File: config.mk
export PLATFORM = sky130hd
export DESIGN_NAME = csa_multiword_ctrl
export DESIGN_NICKNAME = d
export VERILOG_FILES = /design/src/rtl/csa_multiword_ctrl.sv
export SDC_FILE = /design/constraint.sdc
export NUM_CORES = 1
export LEC_CHECK = 0
export CAP_MARGIN = 20
export CORE_ASPECT_RATIO = 1.5
export CORE_MARGIN = 5
export CORE_UTILIZATION = 52
export CTS_CLUSTER_SIZE = 8
export DETAILED_ROUTE_END_ITERATION = 10
export PLACE_DENSITY = 0.8
export SLEW_MARGIN = 10
export SYNTH_ARGS = -nofsm -noshare
export SYNTH_HDL_FRONTEND = slang
export SYNTH_HIERARCHICAL = 1
export SYNTH_SLANG_ARGS = --single-unit
export TNS_END_PERCENT = 50
File: constraint.sdc
create_clock -name clk -period 3.31 [get_ports clk]
set_input_delay 0.4965 -clock clk [delete_from_list [all_inputs] [get_ports clk]]
set_output_delay 0.4965 -clock clk [all_outputs]
set_load 0.02 [all_outputs]
File: src/rtl/csa_multiword_ctrl.sv
// Multi-byte add/subtract sequencer. One 8-bit conditional-sum adder is reused
// over NBYTES cycles, least-significant byte first, with the carry kept in a register.

module conditional_sum_adder (
    input  logic [7:0] inp1,
    input  logic [7:0] inp2,
    input  logic       cin,
    output logic [7:0] sum,
    output logic       cout
);
    // sN/cN hold the group sums and carries for an assumed carry-in of 0 or 1.
    // Each level merges pairs of groups and doubles the group size.
    logic [7:0] s0_l0, s1_l0, c0_l0, c1_l0;
    logic [7:0] s0_l1, s1_l1;
    logic [3:0] c0_l1, c1_l1;
    logic [7:0] s0_l2, s1_l2;
    logic [1:0] c0_l2, c1_l2;
    logic [7:0] s0_l3, s1_l3;
    logic       c0_l3, c1_l3;

    genvar gi;
    for (gi = 0; gi < 8; gi++) begin : g_bit
        assign s0_l0[gi] = inp1[gi] ^ inp2[gi];
        assign s1_l0[gi] = ~(inp1[gi] ^ inp2[gi]);
        assign c0_l0[gi] = inp1[gi] & inp2[gi];
        assign c1_l0[gi] = inp1[gi] | inp2[gi];
    end

    for (gi = 0; gi < 4; gi++) begin : g_l1
        assign s0_l1[2*gi]   = s0_l0[2*gi];
        assign s1_l1[2*gi]   = s1_l0[2*gi];
        assign s0_l1[2*gi+1] = c0_l0[2*gi] ? s1_l0[2*gi+1] : s0_l0[2*gi+1];
        assign s1_l1[2*gi+1] = c1_l0[2*gi] ? s1_l0[2*gi+1] : s0_l0[2*gi+1];
        assign c0_l1[gi]     = c0_l0[2*gi] ? c1_l0[2*gi+1] : c0_l0[2*gi+1];
        assign c1_l1[gi]     = c1_l0[2*gi] ? c1_l0[2*gi+1] : c0_l0[2*gi+1];
    end

    for (gi = 0; gi < 2; gi++) begin : g_l2
        assign s0_l2[4*gi+1:4*gi]   = s0_l1[4*gi+1:4*gi];
        assign s1_l2[4*gi+1:4*gi]   = s1_l1[4*gi+1:4*gi];
        assign s0_l2[4*gi+3:4*gi+2] = c0_l1[2*gi] ? s1_l1[4*gi+3:4*gi+2] : s0_l1[4*gi+3:4*gi+2];
        assign s1_l2[4*gi+3:4*gi+2] = c1_l1[2*gi] ? s1_l1[4*gi+3:4*gi+2] : s0_l1[4*gi+3:4*gi+2];
        assign c0_l2[gi]            = c0_l1[2*gi] ? c1_l1[2*gi+1] : c0_l1[2*gi+1];
        assign c1_l2[gi]            = c1_l1[2*gi] ? c1_l1[2*gi+1] : c0_l1[2*gi+1];
    end

    assign s0_l3[3:0] = s0_l2[3:0];
    assign s1_l3[3:0] = s1_l2[3:0];
    assign s0_l3[7:4] = c0_l2[0] ? s1_l2[7:4] : s0_l2[7:4];
    assign s1_l3[7:4] = c1_l2[0] ? s1_l2[7:4] : s0_l2[7:4];
    assign c0_l3      = c0_l2[0] ? c1_l2[1] : c0_l2[1];
    assign c1_l3      = c1_l2[0] ? c1_l2[1] : c0_l2[1];

    assign sum  = cin ? s1_l3 : s0_l3;
    assign cout = cin ? c1_l3 : c0_l3;
endmodule

module csa_multiword_ctrl #(
    parameter int NBYTES = 4
) (
    input  logic                clk,
    input  logic                rst_n,
    input  logic                start_valid,
    output logic                start_ready,
    input  logic [8*NBYTES-1:0] op_a,
    input  logic [8*NBYTES-1:0] op_b,
    input  logic                sub,
    input  logic                cin_ext,
    output logic                res_valid,
    input  logic                res_ready,
    output logic [8*NBYTES-1:0] result,
    output logic                cout,
    output logic                ovf,
    output logic                busy
);
    localparam int W    = 8 * NBYTES;
    localparam int IDXW = (NBYTES > 1) ? $clog2(NBYTES) : 1;
    localparam logic [IDXW-1:0] LAST_IDX = IDXW'(NBYTES - 1);

    typedef enum logic [1:0] {IDLE, RUN, DONE} state_t;

    state_t          state_q;
    logic [IDXW-1:0] idx_q;
    logic            carry_q;
    logic [W-1:0]    a_q, b_q, result_q;
    logic            cout_q, ovf_q;

    logic [7:0]      a_byte, b_byte, add_sum;
    logic            add_cout;
    logic [W-1:0]    result_d;

    if (NBYTES == 1) begin : g_single
        assign a_byte = a_q;
        assign b_byte = b_q;
    end else begin : g_multi
        assign a_byte = a_q[{idx_q, 3'b000} +: 8];
        assign b_byte = b_q[{idx_q, 3'b000} +: 8];
    end

    conditional_sum_adder u_adder (
        .inp1 (a_byte),
        .inp2 (b_byte),
        .cin  (carry_q),
        .sum  (add_sum),
        .cout (add_cout)
    );

    genvar gi;
    for (gi = 0; gi < NBYTES; gi++) begin : g_res
        assign result_d[8*gi +: 8] = (idx_q == IDXW'(gi)) ? add_sum : result_q[8*gi +: 8];
    end

    always_ff @(posedge clk) begin
        if (!rst_n) begin
            state_q  <= IDLE;
            idx_q    <= '0;
            carry_q  <= 1'b0;
            a_q      <= '0;
            b_q      <= '0;
            result_q <= '0;
            cout_q   <= 1'b0;
            ovf_q    <= 1'b0;
        end else begin
            case (state_q)
                IDLE: begin
                    if (start_valid) begin
                        a_q      <= op_a;
                        b_q      <= op_b ^ {W{sub}};
                        carry_q  <= sub | cin_ext;
                        idx_q    <= '0;
                        result_q <= '0;
                        state_q  <= RUN;
                    end
                end
                RUN: begin
                    result_q <= result_d;
                    carry_q  <= add_cout;
                    idx_q    <= idx_q + 1'b1;
                    if (idx_q == LAST_IDX) begin
                        // Operands agree in sign but the top byte's sum flips it.
                        cout_q  <= add_cout;
                        ovf_q   <= (a_q[W-1] == b_q[W-1]) && (add_sum[7] != a_q[W-1]);
                        state_q <= DONE;
                    end
                end
                DONE: begin
                    if (res_ready) begin
                        state_q <= IDLE;
                    end
                end
                default: state_q <= IDLE;
            endcase
        end
    end

    assign start_ready = (state_q == IDLE);
    assign res_valid   = (state_q == DONE);
    assign busy        = (state_q != IDLE);
    assign result      = result_q;
    assign cout        = cout_q;
    assign ovf         = ovf_q;
endmodule
==> PnR_summary.wiki <==
{| class="wikitable"
! Metric !! Value
|-
| Cell area after synthesis || 5358 um^2
|-
| H-tree levels || 3
|-
| All-layer global routing usage || approximately a fifth
|-
| Count of buffers from port buffering || 106
|-
| Wire length of the first global-routing pass || 20160 um
|-
| Layout Area Growth over Synthesis || 24.75%
|-
| Standard-cell rows || 45
|-
| N_diodes || 0
|-
| First-pass iteration count of the detailed router || 5
|-
| Switching Fraction || around a quarter
|-
| Number of top-level design ports || 107
|-
| Biggest cell delay along the critical path || 0.60 ns
|-
| Final number of max-transition violations || 0
|-
| Endpoint class of the critical path || register
|-
| Transition time at the pin with the least slew margin || 1.036 ns
|-
| Share of async-settable or async-resettable flops after synthesis || 0%
|-
| Slowest cell on the critical path || sky130_fd_sc_hd__mux4_1
|-
| Period utilization || 93.23%
|-
| Post-synthesis register bit count || around 100
|-
| Die Wd || approximately 93 um
|-
| Post-layout instance count excluding filler cells || 771
|-
| CTS tree || done
|-
| Setup bufs post-CTS || 0
|-
| Die Y || 134.3 um
|-
| Count of cell types in the netlist || 53
|-
| Achievable frequency || 324.0 MHz
|-
| Number of placed instances, taps included || 757
|-
| Post-Synth XOR/XNOR Area || 6.049%
|-
| Result of the run || completed
|-
| Cells taking the most area after synthesis || sky130_fd_sc_hd__dfxtp_1, sky130_fd_sc_hd__nand2_1, sky130_fd_sc_hd__mux4_1
|-
| Commonest cells after routing, fill and taps aside || sky130_fd_sc_hd__nand2_1, sky130_fd_sc_hd__clkdlybuf4s50_1, sky130_fd_sc_hd__dfxtp_1
|-
| Met1 global-route usage || between 20% and 30%
|-
| Vias in the first global route || 4239
|-
| Static power due to leakage || 2.821 nW
|-
| Global routing met2 resource utilization || between 30 and 40%
|-
| Final critical delay including setup and external delays || between 3 and 4 ns
|-
| Power share of the sequential group || 44.1%
|-
| RSZ-0062 raised after global routing || no
|-
| Sink Count || about 100
|-
| Worst-path maximum fanout || 16
|-
| Number of enable-type register cells in the synthesized netlist || 0
|-
| Clock share of power || about a third
|-
| Total die area || 12480 um^2
|-
| Final Instance Area || 6684 um^2
|-
| Setup violations, final || 0
|-
| Core occupancy in the finished layout || 65.95%
|-
| Primary FF master, synth || sky130_fd_sc_hd__dfxtp_1
|-
| DRC marker count from the first detailed-route iteration || 184
|-
| Final-layout worst hold slack || 0.4510 ns
|-
| Net switching power figure || about 0.83 mW
|-
| Comb pwr share || approximately a fifth
|-
| Arrival time at the worst endpoint || 3.35 ns
|-
| Hold crit path type || register to register
|-
| Cell taking the most area after synthesis || sky130_fd_sc_hd__dfxtp_1
|-
| Cell internal pwr || ~2.3 mW
|-
| Count of hold buffers inserted by post-cts repair || 0
|-
| Global Route met3 Usage || under 10%
|-
| Layout cells sized above 1 || 5.963%
|-
| Pre-CTS setup slack || 0.2832 ns
|-
| Aggregate routed wire length || approximately 13000 um
|-
| Leading cell type in the layout, fill and taps excluded || sky130_fd_sc_hd__nand2_1
|-
| Net count after synthesis || between 600 and 700
|-
| Cell count after synthesis || approximately 570
|-
| Number of buffers created by CTS || 9
|-
| Post-layout power || 3.125 mW
|-
| Largest family of logic cells by synthesized area || compound AO/OA/AOI/OAI gates
|-
| Average cell area after synthesis || between 9 and 10 um^2
|-
| Sequential area share after synthesis || around two fifths
|-
| Initial Utilization || 52.86%
|-
| Initial antenna violation count || 0
|-
| # DRC || 0
|-
| CORE AREA || 10130 um^2
|-
| Compound-gate portion of the synthesized area || 17.84%
|-
| Layout Skew || 0.01133 ns
|-
| Yosys synthesis warning count || 6
|-
| Remaining max-slew budget at the tightest pin || slightly above 30%
|-
| Number of nets in the finished design || 741
|-
| CTS root buf || sky130_fd_sc_hd__clkbuf_16
|-
| List of cells traversed by the critical path || buf_12 -> mux4_1 -> ha_1 -> or3_1 -> a211oi_2 -> or2_4 -> nor2_4 -> o211ai_1 -> nand2_1 -> o22ai_1
|-
| Placed standard-cell area || 6376 um^2
|-
| Share of the synthesized area in the top cell type || 38.49%
|-
| Maximum buffer depth of the clock tree || 2
|-
| Vias/cell || 5.626
|-
| Number of gates given a new drive strength after cts || 0
|-
| Remaining number of nets flagged by the antenna check after routing || 0
|-
| Worst IR drop on VDD || 0.3393 mV
|-
| Final Hold Violating Endpoints || 0
|-
| Worst path required time || 3.57 ns
|-
| Most Crowded Layer GR || met2
|-
| Clock transition at path regs || 0.07 ns
|-
| Overflow after GRT || 0
|-
| Clock latency reported for the late side of the worst-skew pair || 0.35 ns
|-
| Max cap viols || 0
|-
| Number of vias in the routed layout || 4338
|-
| Share of cell area taken by muxes after synthesis || about a tenth
|-
| Average wire per standard cell || 16.45 um
|-
| Aggregate negative setup slack || 0 ns
|-
| Start-to-end type of the worst setup path || register to register
|-
| Simple-Gate Fraction of Synth Area || 16.84%
|-
| Critical path startpoint category || register
|-
| Post-synthesis share of cell area spent on full adders, half adders and majority gates || 4.671%
|-
| Final weighted congestion in routability-driven placement || 0.9741
|-
| Post-DP HPWL || 9532 um
|-
| Total power per unit cell area || between 400 and 500 nW/um^2
|-
| Worst-case setup margin in the final layout || 0.2240 ns
|-
| Maximum number of pins on one net before global-route repair || roughly 100
|}
-- power by group through the flow --
stage / logic [mW] / clock network (mW) / registers [mW]
global route: 0.699 / 1.18 / 1.39
detailed placement: 0.639 / 0 / 1.41
floorplan: 0.421 / 0 / 1.41
CTS: 0.644 / 1.11 / 1.38
finish: 0.641 / 1.10 / 1.38
global placement: 0.617 / 0 / 1.40
-- worst max-delay path, delay by kind of cell, from the launching register on --
| family | cells | cell delay [ns] |
|---|---|---|
| flops | 1 | 0.44 |
| fa+ha+maj | 1 | 0.27 |
| mux | 1 | 0.60 |
| compound gates | 3 | 0.67 |
| buf+inv | 1 | 0.20 |
| simple gates | 4 | 0.83 |
-- per-layer routing --
metal / wire length [um] / vias to the layer above / share of wire (%)
li1: - / 2132 / -
met1: 4877 / 2052 / 38
met2: 6790 / 124 / 54
met3: 598 / 30 / 4.7
met4: 416 / 0 / 3.3
met5: 0 / - / 0
-- cell families after synthesis --
| family | after synthesis |
|---|---|
| adders and majority gates | 20 |
| DFF | 103 |
| muxes | 28 |
| buffers and inverters | 58 |
| xor gates and xnor gates | 37 |
| AOI/OAI and AO/OA | 121 |
| and+or+nand+nor | 199 |
-- synthesized netlist by cell type, types with 3 or more instances --
cell type and n:
sky130_fd_sc_hd__o211a_1 32, sky130_fd_sc_hd__nor2_1 11, sky130_fd_sc_hd__clkbuf_1 10, sky130_fd_sc_hd__o21a_1 3, sky130_fd_sc_hd__nor3_1 4, sky130_fd_sc_hd__a21oi_2 3, sky130_fd_sc_hd__inv_1 21, sky130_fd_sc_hd__o22ai_1 25
sky130_fd_sc_hd__buf_6 9, sky130_fd_sc_hd__a21boi_1 30, sky130_fd_sc_hd__buf_4 4, sky130_fd_sc_hd__xnor2_1 34, sky130_fd_sc_hd__nand2_1 146, sky130_fd_sc_hd__nand3b_1 4, sky130_fd_sc_hd__a21oi_1 3, sky130_fd_sc_hd__ha_1 20
sky130_fd_sc_hd__nor2b_1 8, sky130_fd_sc_hd__mux4_1 14, sky130_fd_sc_hd__dfxtp_1 103, sky130_fd_sc_hd__buf_2 13, sky130_fd_sc_hd__o21ai_0 6, sky130_fd_sc_hd__mux2i_1 11, sky130_fd_sc_hd__o211ai_1 7, sky130_fd_sc_hd__xor2_1 3
sky130_fd_sc_hd__nand2b_1 4
-- flip-flops by register name, indices dropped and copies added, names as in the netlist --
signal / cells
idx_q: 2
a_q: 32
state_q: 2
carry_q: 1
cout: 1
result: 32
ovf: 1
b_q: 32
-- final cells by class --
cell class | instances | area, um^2
clock inverter | 5 | 82.58
sequential | 103 | 2062
multi-input combinational | 405 | 2975
clock buffer | 9 | 225.2
timing repair buffer | 111 | 1114
fill | 812 | 3451
inverter | 21 | 78.83
tap | 117 | 146.4
-- path summary, 6_finish.rpt --
| kind | cells past startpoint | to | startpoint | slack (ns) |
|---|---|---|---|---|
| max | 10 | result[7] | idx_q[0] | 0.22 |
| max reg2reg | 10 | result[7] | idx_q[0] | 0.22 |
| min | 2 | a_q[27] | a_q[27] | 0.45 |
| min reg2reg | 2 | a_q[27] | a_q[27] | 0.45 |
Note: power is estimated with default switching activity, not from simulation.
